<file path="src/rtl/accumulator_bank.sv">
// Bank of NUM_ACC accumulators sharing one data bus: loads, single-cycle ALU ops,
// a registered bus output and global Z/N/C/V status flags for branch logic.
module accumulator_bank #(
  parameter int unsigned WIDTH    = 8,
  parameter int unsigned NUM_ACC  = 4,
  parameter bit          SATURATE = 1'b0,
  localparam int unsigned SELW    = (NUM_ACC > 1) ? $clog2(NUM_ACC) : 1
) (
  input  logic             CLK,
  input  logic             RESET,
  input  logic [WIDTH-1:0] acc_in,
  input  logic [SELW-1:0]  sel,
  input  logic             WE,
  input  logic             load,
  input  logic             op_en,
  input  logic [2:0]       op,
  input  logic             OE,
  output logic [WIDTH-1:0] acc_out,
  output logic             out_valid,
  output logic             flag_z,
  output logic             flag_n,
  output logic             flag_c,
  output logic             flag_v
);

  localparam logic [2:0] OP_ADD = 3'b000;
  localparam logic [2:0] OP_SUB = 3'b001;
  localparam logic [2:0] OP_AND = 3'b010;
  localparam logic [2:0] OP_OR  = 3'b011;
  localparam logic [2:0] OP_XOR = 3'b100;
  localparam logic [2:0] OP_SHL = 3'b101;
  localparam logic [2:0] OP_SHR = 3'b110;
  localparam logic [2:0] OP_CLR = 3'b111;

  logic [WIDTH-1:0] acc [NUM_ACC];

  logic             sel_ok;
  logic [WIDTH-1:0] a_val;
  logic             wr;
  logic             update;
  logic [WIDTH:0]   sum;
  logic [WIDTH:0]   diff;
  logic [WIDTH-1:0] result;
  logic             res_c;
  logic             res_v;
  logic [WIDTH-1:0] next_val;
  logic             next_c;
  logic             next_v;

  // Selected accumulator value; out-of-range selects read as zero and block updates
  always_comb begin
    sel_ok = 1'b0;
    a_val  = '0;
    for (int i = 0; i < NUM_ACC; i++) begin
      if (sel == SELW'(i)) begin
        sel_ok = 1'b1;
        a_val  = acc[i];
      end
    end
  end

  // ALU: C and V always report the unclamped arithmetic event
  always_comb begin
    sum    = {1'b0, a_val} + {1'b0, acc_in};
    diff   = {1'b0, a_val} - {1'b0, acc_in};
    result = '0;
    res_c  = 1'b0;
    res_v  = 1'b0;
    case (op)
      OP_ADD: begin
        result = sum[WIDTH-1:0];
        res_c  = sum[WIDTH];
        res_v  = (a_val[WIDTH-1] == acc_in[WIDTH-1]) && (sum[WIDTH-1] != a_val[WIDTH-1]);
        if (SATURATE && sum[WIDTH]) result = '1;
      end
      OP_SUB: begin
        result = diff[WIDTH-1:0];
        res_c  = diff[WIDTH];
        res_v  = (a_val[WIDTH-1] != acc_in[WIDTH-1]) && (diff[WIDTH-1] != a_val[WIDTH-1]);
        if (SATURATE && diff[WIDTH]) result = '0;
      end
      OP_AND: result = a_val & acc_in;
      OP_OR:  result = a_val | acc_in;
      OP_XOR: result = a_val ^ acc_in;
      OP_SHL: begin
        result = a_val << 1;
        res_c  = a_val[WIDTH-1];
      end
      OP_SHR: begin
        result = a_val >> 1;
        res_c  = a_val[0];
      end
      OP_CLR: result = '0;
      default: result = '0;
    endcase
  end

  // Writes win over ops; flags follow whichever one commits
  always_comb begin
    wr       = WE | load;
    update   = (wr | op_en) & sel_ok;
    next_val = wr ? acc_in : result;
    next_c   = wr ? 1'b0 : res_c;
    next_v   = wr ? 1'b0 : res_v;
  end

  always_ff @(posedge CLK) begin
    if (RESET) begin
      for (int i = 0; i < NUM_ACC; i++) acc[i] <= '0;
      acc_out   <= '0;
      out_valid <= 1'b0;
      flag_z    <= 1'b0;
      flag_n    <= 1'b0;
      flag_c    <= 1'b0;
      flag_v    <= 1'b0;
    end else begin
      if (update) begin
        for (int i = 0; i < NUM_ACC; i++) begin
          if (sel == SELW'(i)) acc[i] <= next_val;
        end
        flag_z <= (next_val == '0);
        flag_n <= next_val[WIDTH-1];
        flag_c <= next_c;
        flag_v <= next_v;
      end
      // Read-before-write: a_val is the pre-edge contents
      if (OE) acc_out <= a_val;
      out_valid <= OE;
    end
  end

endmodule
</file>
<file path="config.mk">
export PLATFORM = sky130hd
export DESIGN_NAME = accumulator_bank
export DESIGN_NICKNAME = d
export VERILOG_FILES = /design/src/rtl/accumulator_bank.sv
export SDC_FILE = /design/constraint.sdc
export NUM_CORES = 1
export LEC_CHECK = 0
export CAP_MARGIN = 20
export CORE_MARGIN = 4
export CORE_UTILIZATION = 41
export CTS_CLUSTER_DIAMETER = 60
export DETAILED_ROUTE_END_ITERATION = 7
export GPL_TIMING_DRIVEN = 0
export HOLD_SLACK_MARGIN = 0.1
export PLACE_DENSITY_LB_ADDON = 0.12
export REMOVE_ABC_BUFFERS = 1
export SLEW_MARGIN = 5
export SYNTH_ARGS = -nofsm -noshare
export SYNTH_HDL_FRONTEND = slang
export SYNTH_SLANG_ARGS = --single-unit
</file>
<file path="constraint.sdc">
create_clock -name CLK -period 8.3 [get_ports CLK]
set_input_delay 0.83 -clock CLK [delete_from_list [all_inputs] [get_ports CLK]]
set_output_delay 0.83 -clock CLK [all_outputs]
set_load 0.05 [all_outputs]
</file>
==> metrics.yaml <==
crit_type: "in -> reg"
number_of_antenna_violations_at_the_first_check_in_global_routing: 0
layout.core_utilization_pct: 47.69
antenna_cells_inserted: 0
worst_setup_start_kind: "primary input"
clock-root-buffer: "clkbuf_8"
worst_hold_slack_ns: 0.4945
numClockSinks: 45
crit-reg2reg-launch: "acc[1][0]"
grt_first_pass_wirelength_um: 14210
synth_area_per_cell_um2: 9.030
detailed_place_hpwl_um: 6476
max_slew_violation_count: 0
worst-slew-pin-transition_ns: 0.8530
cpLargestDelayFamily: "compound AO/OA/AOI/OAI gates"
syn_inst: 369
avgViaCountPerCell: 5.685
yosysMostFrequentCell: "nor2_1"
highest_clock_rate_mhz: 212.2
start_util_pct: 42.68
grt-ovfl-total: 0
drc_errors: 0
die_y_um: 98.15
setup_violations: 0
rd_place_congestion: 0.8205
path_cells: "clkdlybuf4s50_1 -> mux2_1 -> o21ai_0 -> ha_1 -> inv_1 -> fa_1 -> or3_1 -> a21oi_1 -> a311oi_1 -> a221o_1 -> and4b_1 -> a41o_1"
worst_ep_required_time_ns: 8.49
core_area_mm2: 0.007807
place.port_buffers: 31
nNetsFinal: 431
relSlewSlack_pct: 42.95
clk_path_buf_depth: 2
timing.max_cap.violations: 0
area.growth.synth_to_final_pct: 11.75
holdBufCountCts: 0
fin_worst_skew_ns: 0.006195
row_count: 32
synth_top_area_share_pct: 28.84
finalSetupTns_ns: 0
die_w_um: 98.15
final-instance-count-excl-fill: 489
drive_above_1_share_pct: 4.651
hold_path.startpoint: "acc_out[0]"
place_worst_setup_slack_ns: 3.243
worst_skew_pair_later_pin_latency_ns: 0.29
async_reset_ff_share_pct: 0
reg2reg_to: "flag_z"
first_global_vias: 2722
cts_resized: 0
rsz0062_at_grt: "no"
cp_num_cells: 12
finalInstanceArea_mm2: 0.003724
run_status: "finished clean"
largest_voltage_drop_on_the_vdd_net_mv: 0.1299
dieArea_mm2: 0.009633
drt_iter0_markers: 132
critical-path-max-stage-delay_ns: 1.03
cts_buffers: 5
synthTopCellsByCount: "nor2_1, edfxtp_1, inv_1"
drt-pass1-iter-count: 4
finalCriticalPeriod_ns: 4.713
critical_path.endpoint: "flag_z"
place.detailed.instances: 481
final_ant_viol_nets: 0
static_leakage_nw: 1.485
tritoncts: "done"
pin_count: 32
synth_seq_cells: 45
post-cts-setup-buffer-count: 0
cts.reportedPaths.clkPinSlew_ns: 0.08
post_synth_instance_area_mm2: 0.003332
timing.reg2reg.worst_path_depth: 11
grt_usage_pct: 18.75
place_area_mm2: 0.003643
synth_area_leader: "edfxtp_1"
pd_cells_mw_per_mm2: 153.4
ys_top_cells_by_area: "edfxtp_1, ha_1, dfxtp_1, nor2_1, mux4_2"
h-tree-depth: 2
timing.reg2reg.setup_slack_ns: 4.89
timing.final.crit_share_pct: 56.79
crit_fanout: 16
critPathBufInv: 2
timing_hold_violations_final: 0
synth-main-ff-cell: "edfxtp_1"
wire_per_inst_um: 18.24
number_of_enable_type_register_cells_in_the_synthesized_netlist: 32
timing.critical_path.slowest_stage_cell: "clkdlybuf4s50_1"
final_critical_path_setup_slack_ns: 3.587
synthesis.yosys.warnings: 0
power_uw: 571.2
critical_path.endpoint_type: "register"
synth_seq_area_share_pct: 36.65
setup.worst_path.start: "sel[0]"
largest_net_degree_at_the_start_of_global_routing: 24
vias: 2780
netlist-cell-type-count: 58
min-delay-path-class: "reg -> reg"
detail_route.wirelength_um: 8921
crit_arrival_ns: 4.91
[flip-flops by register name (all words and copies together) (netlist names)]
register / cells
acc: 32
acc_out: 8
out_valid: 1
flag_v: 1
flag_z: 1
flag_n: 1
flag_c: 1
[worst reg2reg max path, stage by stage, from the launching register on]
cell	delay, ns
edfxtp_1	0.36
mux2_1	0.31
o21ai_0	0.43
ha_1	0.27
inv_1	0.06
fa_1	0.41
or3_1	0.38
a21oi_1	0.14
a311oi_1	0.07
a221o_1	0.42
and4b_1	0.23
a41o_1	0.23
[cell families (layout without fill, tap and decap cells)]
group           Yosys count  in the layout  synth area share (%)
mux                      19             19                 7.999
buf+inv                  50             68                 7.060
xor+xnor                  5              5                 1.314
compound gates           81             81                 16.94
flops                    45             45                 36.65
simple gates            143            143                 19.83
fa+ha+maj                26             26                 10.21
[worst min-delay path by stage]
stage	end	slack (ns)	cells past startpoint
floorplan	flag_c	0.72	2
global placement	acc_out[0]	0.48	2
detailed placement	flag_n	0.48	2
CTS	flag_n	0.50	2
global route	acc_out[1]	0.54	2
finish	acc_out[0]	0.49	2
[placed cells by master, fill, tap and decap left out, types with 2 or more instances in the layout]
master	instances
inv_1	29
dfxtp_1	13
a221oi_1	3
o21bai_1	2
xnor2_1	4
clkdlybuf4s50_1	31
clkbuf_8	5
mux4_2	6
nand3b_1	2
clkbuf_1	2
nor2_1	69
nand2_1	21
o31ai_1	3
nor2b_1	4
a21oi_1	18
a311oi_1	2
nand4_1	3
ha_1	24
a31oi_1	2
or3_1	5
nand3_1	12
a21o_1	2
mux2i_1	12
o211ai_1	4
a22oi_1	3
nor3_1	9
a211oi_1	3
o22ai_1	2
and3b_1	2
nor3b_1	2
o21ai_0	16
nand2b_1	8
fa_1	2
a31o_2	3
o221ai_1	3
o21a_1	2
edfxtp_1	32
[routing by layer]
layer,track usage [%],part of all wire [%],up-vias
met4,4.937,1.1,0
li1,-,-,1355
met5,0,0,-
met2,33.40,51,75
met1,24.09,42,1339
met3,2.286,6.3,11
[area by class of cell]
type | count | area (um^2)
clock buffers | 7 | 76.32
clock inverters | 1 | 3.754
fillers | 771 | 4084
inverters | 29 | 108.9
multi-input cells | 274 | 1876
flip-flops and latches | 45 | 1221
well taps | 102 | 127.6
repair buffers | 31 | 310.3
[where the power goes]
part           total [mW]  switching [mW]  internal (mW)
logic               0.184           0.117         0.0675
registers           0.260         0.00401          0.256
clock network       0.127          0.0686         0.0586
Note: power is estimated with default switching activity, not from simulation.
==> RTL change, RTL diff (same flow settings) <==
Put one more register stage on the output `flag_c`, with the module's reset. The value now appears one clock later. The other outputs are not delayed to match.
--- a/src/rtl/accumulator_bank.sv
+++ b/src/rtl/accumulator_bank.sv
@@ -31,6 +31,8 @@
   localparam logic [2:0] OP_SHL = 3'b101;
   localparam logic [2:0] OP_SHR = 3'b110;
   localparam logic [2:0] OP_CLR = 3'b111;
+
+  logic flag_c_s0;
 
   logic [WIDTH-1:0] acc [NUM_ACC];
 
@@ -111,7 +113,7 @@
       out_valid <= 1'b0;
       flag_z    <= 1'b0;
       flag_n    <= 1'b0;
-      flag_c    <= 1'b0;
+      flag_c_s0 <= 1'b0;
       flag_v    <= 1'b0;
     end else begin
       if (update) begin
@@ -120,7 +122,7 @@
         end
         flag_z <= (next_val == '0);
         flag_n <= next_val[WIDTH-1];
-        flag_c <= next_c;
+        flag_c_s0 <= next_c;
         flag_v <= next_v;
       end
       // Read-before-write: a_val is the pre-edge contents
@@ -129,4 +131,12 @@
     end
   end
 
+  always_ff @(posedge CLK) begin
+    if (RESET) begin
+      flag_c <= '0;
+    end else begin
+      flag_c <= flag_c_s0;
+    end
+  end
+
 endmodule
Behaviour: not the same (Yosys sat finds a counterexample within 4 cycles, from zero or initial values and one cycle with RESET high).
==> RTL change against the original RTL <==
Total power is 2.7% higher; wire length shrank 6.0%; area after synthesis fell by 1.5%; sequential power grew 2%; highest routed layer unchanged; critical endpoint unchanged; die area decreased by 1.4%; first-iteration DRC count decreased by 14%; global-route usage is 0.90 points lower; largest power group unchanged; hold slack lost 14 ps; sequential cell count up 1; final area shrank 0.10%; worst setup slack improved by 22 ps.
==> RTL change: results (changes against the original RTL) <==
stage,metric,value,unit,change
setup_path,cpPeakStageDelay,890,ps,-140 ps
logic_synthesis,syn_inst,341,,-7.6%
route,wl_per_cell,18.1,um,-0.55%
place,place.detailed.hpwl,6120,um,-5.5%
power_and_ir_drop,p_leak,1.46,nW,-1.9%
timing,finClkSkew,14.3,ps,+8.11 ps
global_routing,grt.met1_usage,24.0,%,-0.11 points
global_routing,grt_max_degree,23,,-4.2%
final_layout,fillers,792,,+2.7%
power_and_ir_drop,p_comb_share,31.2,%,-1.1 points
route,vias_per_cell,5.73,,+0.78%
hold_path,holdPathStages,1,,-1
timing,hold_ws,480,ps,-14.1 ps
timing,clock.fmax,213,MHz,+0.46%
setup_path,crit_arrival,4890,ps,-20 ps
final_layout,instances_no_fill,462,,-5.5%
power_and_ir_drop,p_sw_share,32.0,%,-1.2 points
outcome,status,completed,,
final_layout,final_net_count,404,,-6.3%
setup_path,r2r_cells,12,,+1
logic_synthesis,yosysSeqAreaShare,37.8,%,+1.2 points
hold_path,hold_path_startpoint,flag_c_s0$_SDFFE_PP0P_,,
global_routing,use_met3,1.87,%,-0.42 points
global_routing,grt_pass1_wl,13700,um,-3.4%
final_layout,drive_above_1_share,5.56,%,+0.90 points
global_routing,grtUsageTotal,17.9,%,-0.90 points
setup_path,crit_family,buffers and inverters,,
global_routing,gr-usage-met2,30.5,%,-2.9 points
global_routing,grt_pass1_vias,2608,,-4.2%
place,dp.cells,454,,-5.6%
route,drt_iter0_drc,114,,-14%
power_and_ir_drop,pg_seq,0.000265,W,+2%
place,preCtsSetupSlack,3260,ps,+14.5 ps
logic_synthesis,synthDistinctLibCells,63,,+8.6%
hold_path,hold_path_end,flag_c$_SDFF_PP0_,,
logic_synthesis,yosys-top-cells-area,"edfxtp_1 29%, ha_1 9.2%, dfxtp_1 8.5%",,
==> RTL change: cell count changes in the layout (fill, tap and decap cells not counted), moves of 3 or more <==
cell / unedited run / this run
a21oi_1: 18 / 14
nand2_1: 21 / 13
nor2_1: 69 / 59
inv_1: 29 / 24
o21ai_0: 16 / 8
mux2i_1: 12 / 8
xnor2_1: 4 / 7
==> RTL change: area by class of cell <==
type                    instances  area [um^2]  share of cell area [%]
repair buffers                 31          310                    8.34
well taps                     102          128                    3.43
clock inverters                 1         5.00                   0.135
flip-flops and latches         46         1240                    33.4
multi-input cells             251         1860                    50.0
inverters                      24         90.1                    2.42
clock buffers                   7         86.3                    2.32
==> RTL change: cells by family after synthesis <==
kind of cell	synth area share, %
adder cells (fa/ha/maj)	10.4
multiplexers	8.16
AND/OR/NAND/NOR	18.4
AO/OA/AOI/OAI	17.4
XOR/XNOR	2.40
buffers and inverters	5.49
flip-flops	37.8
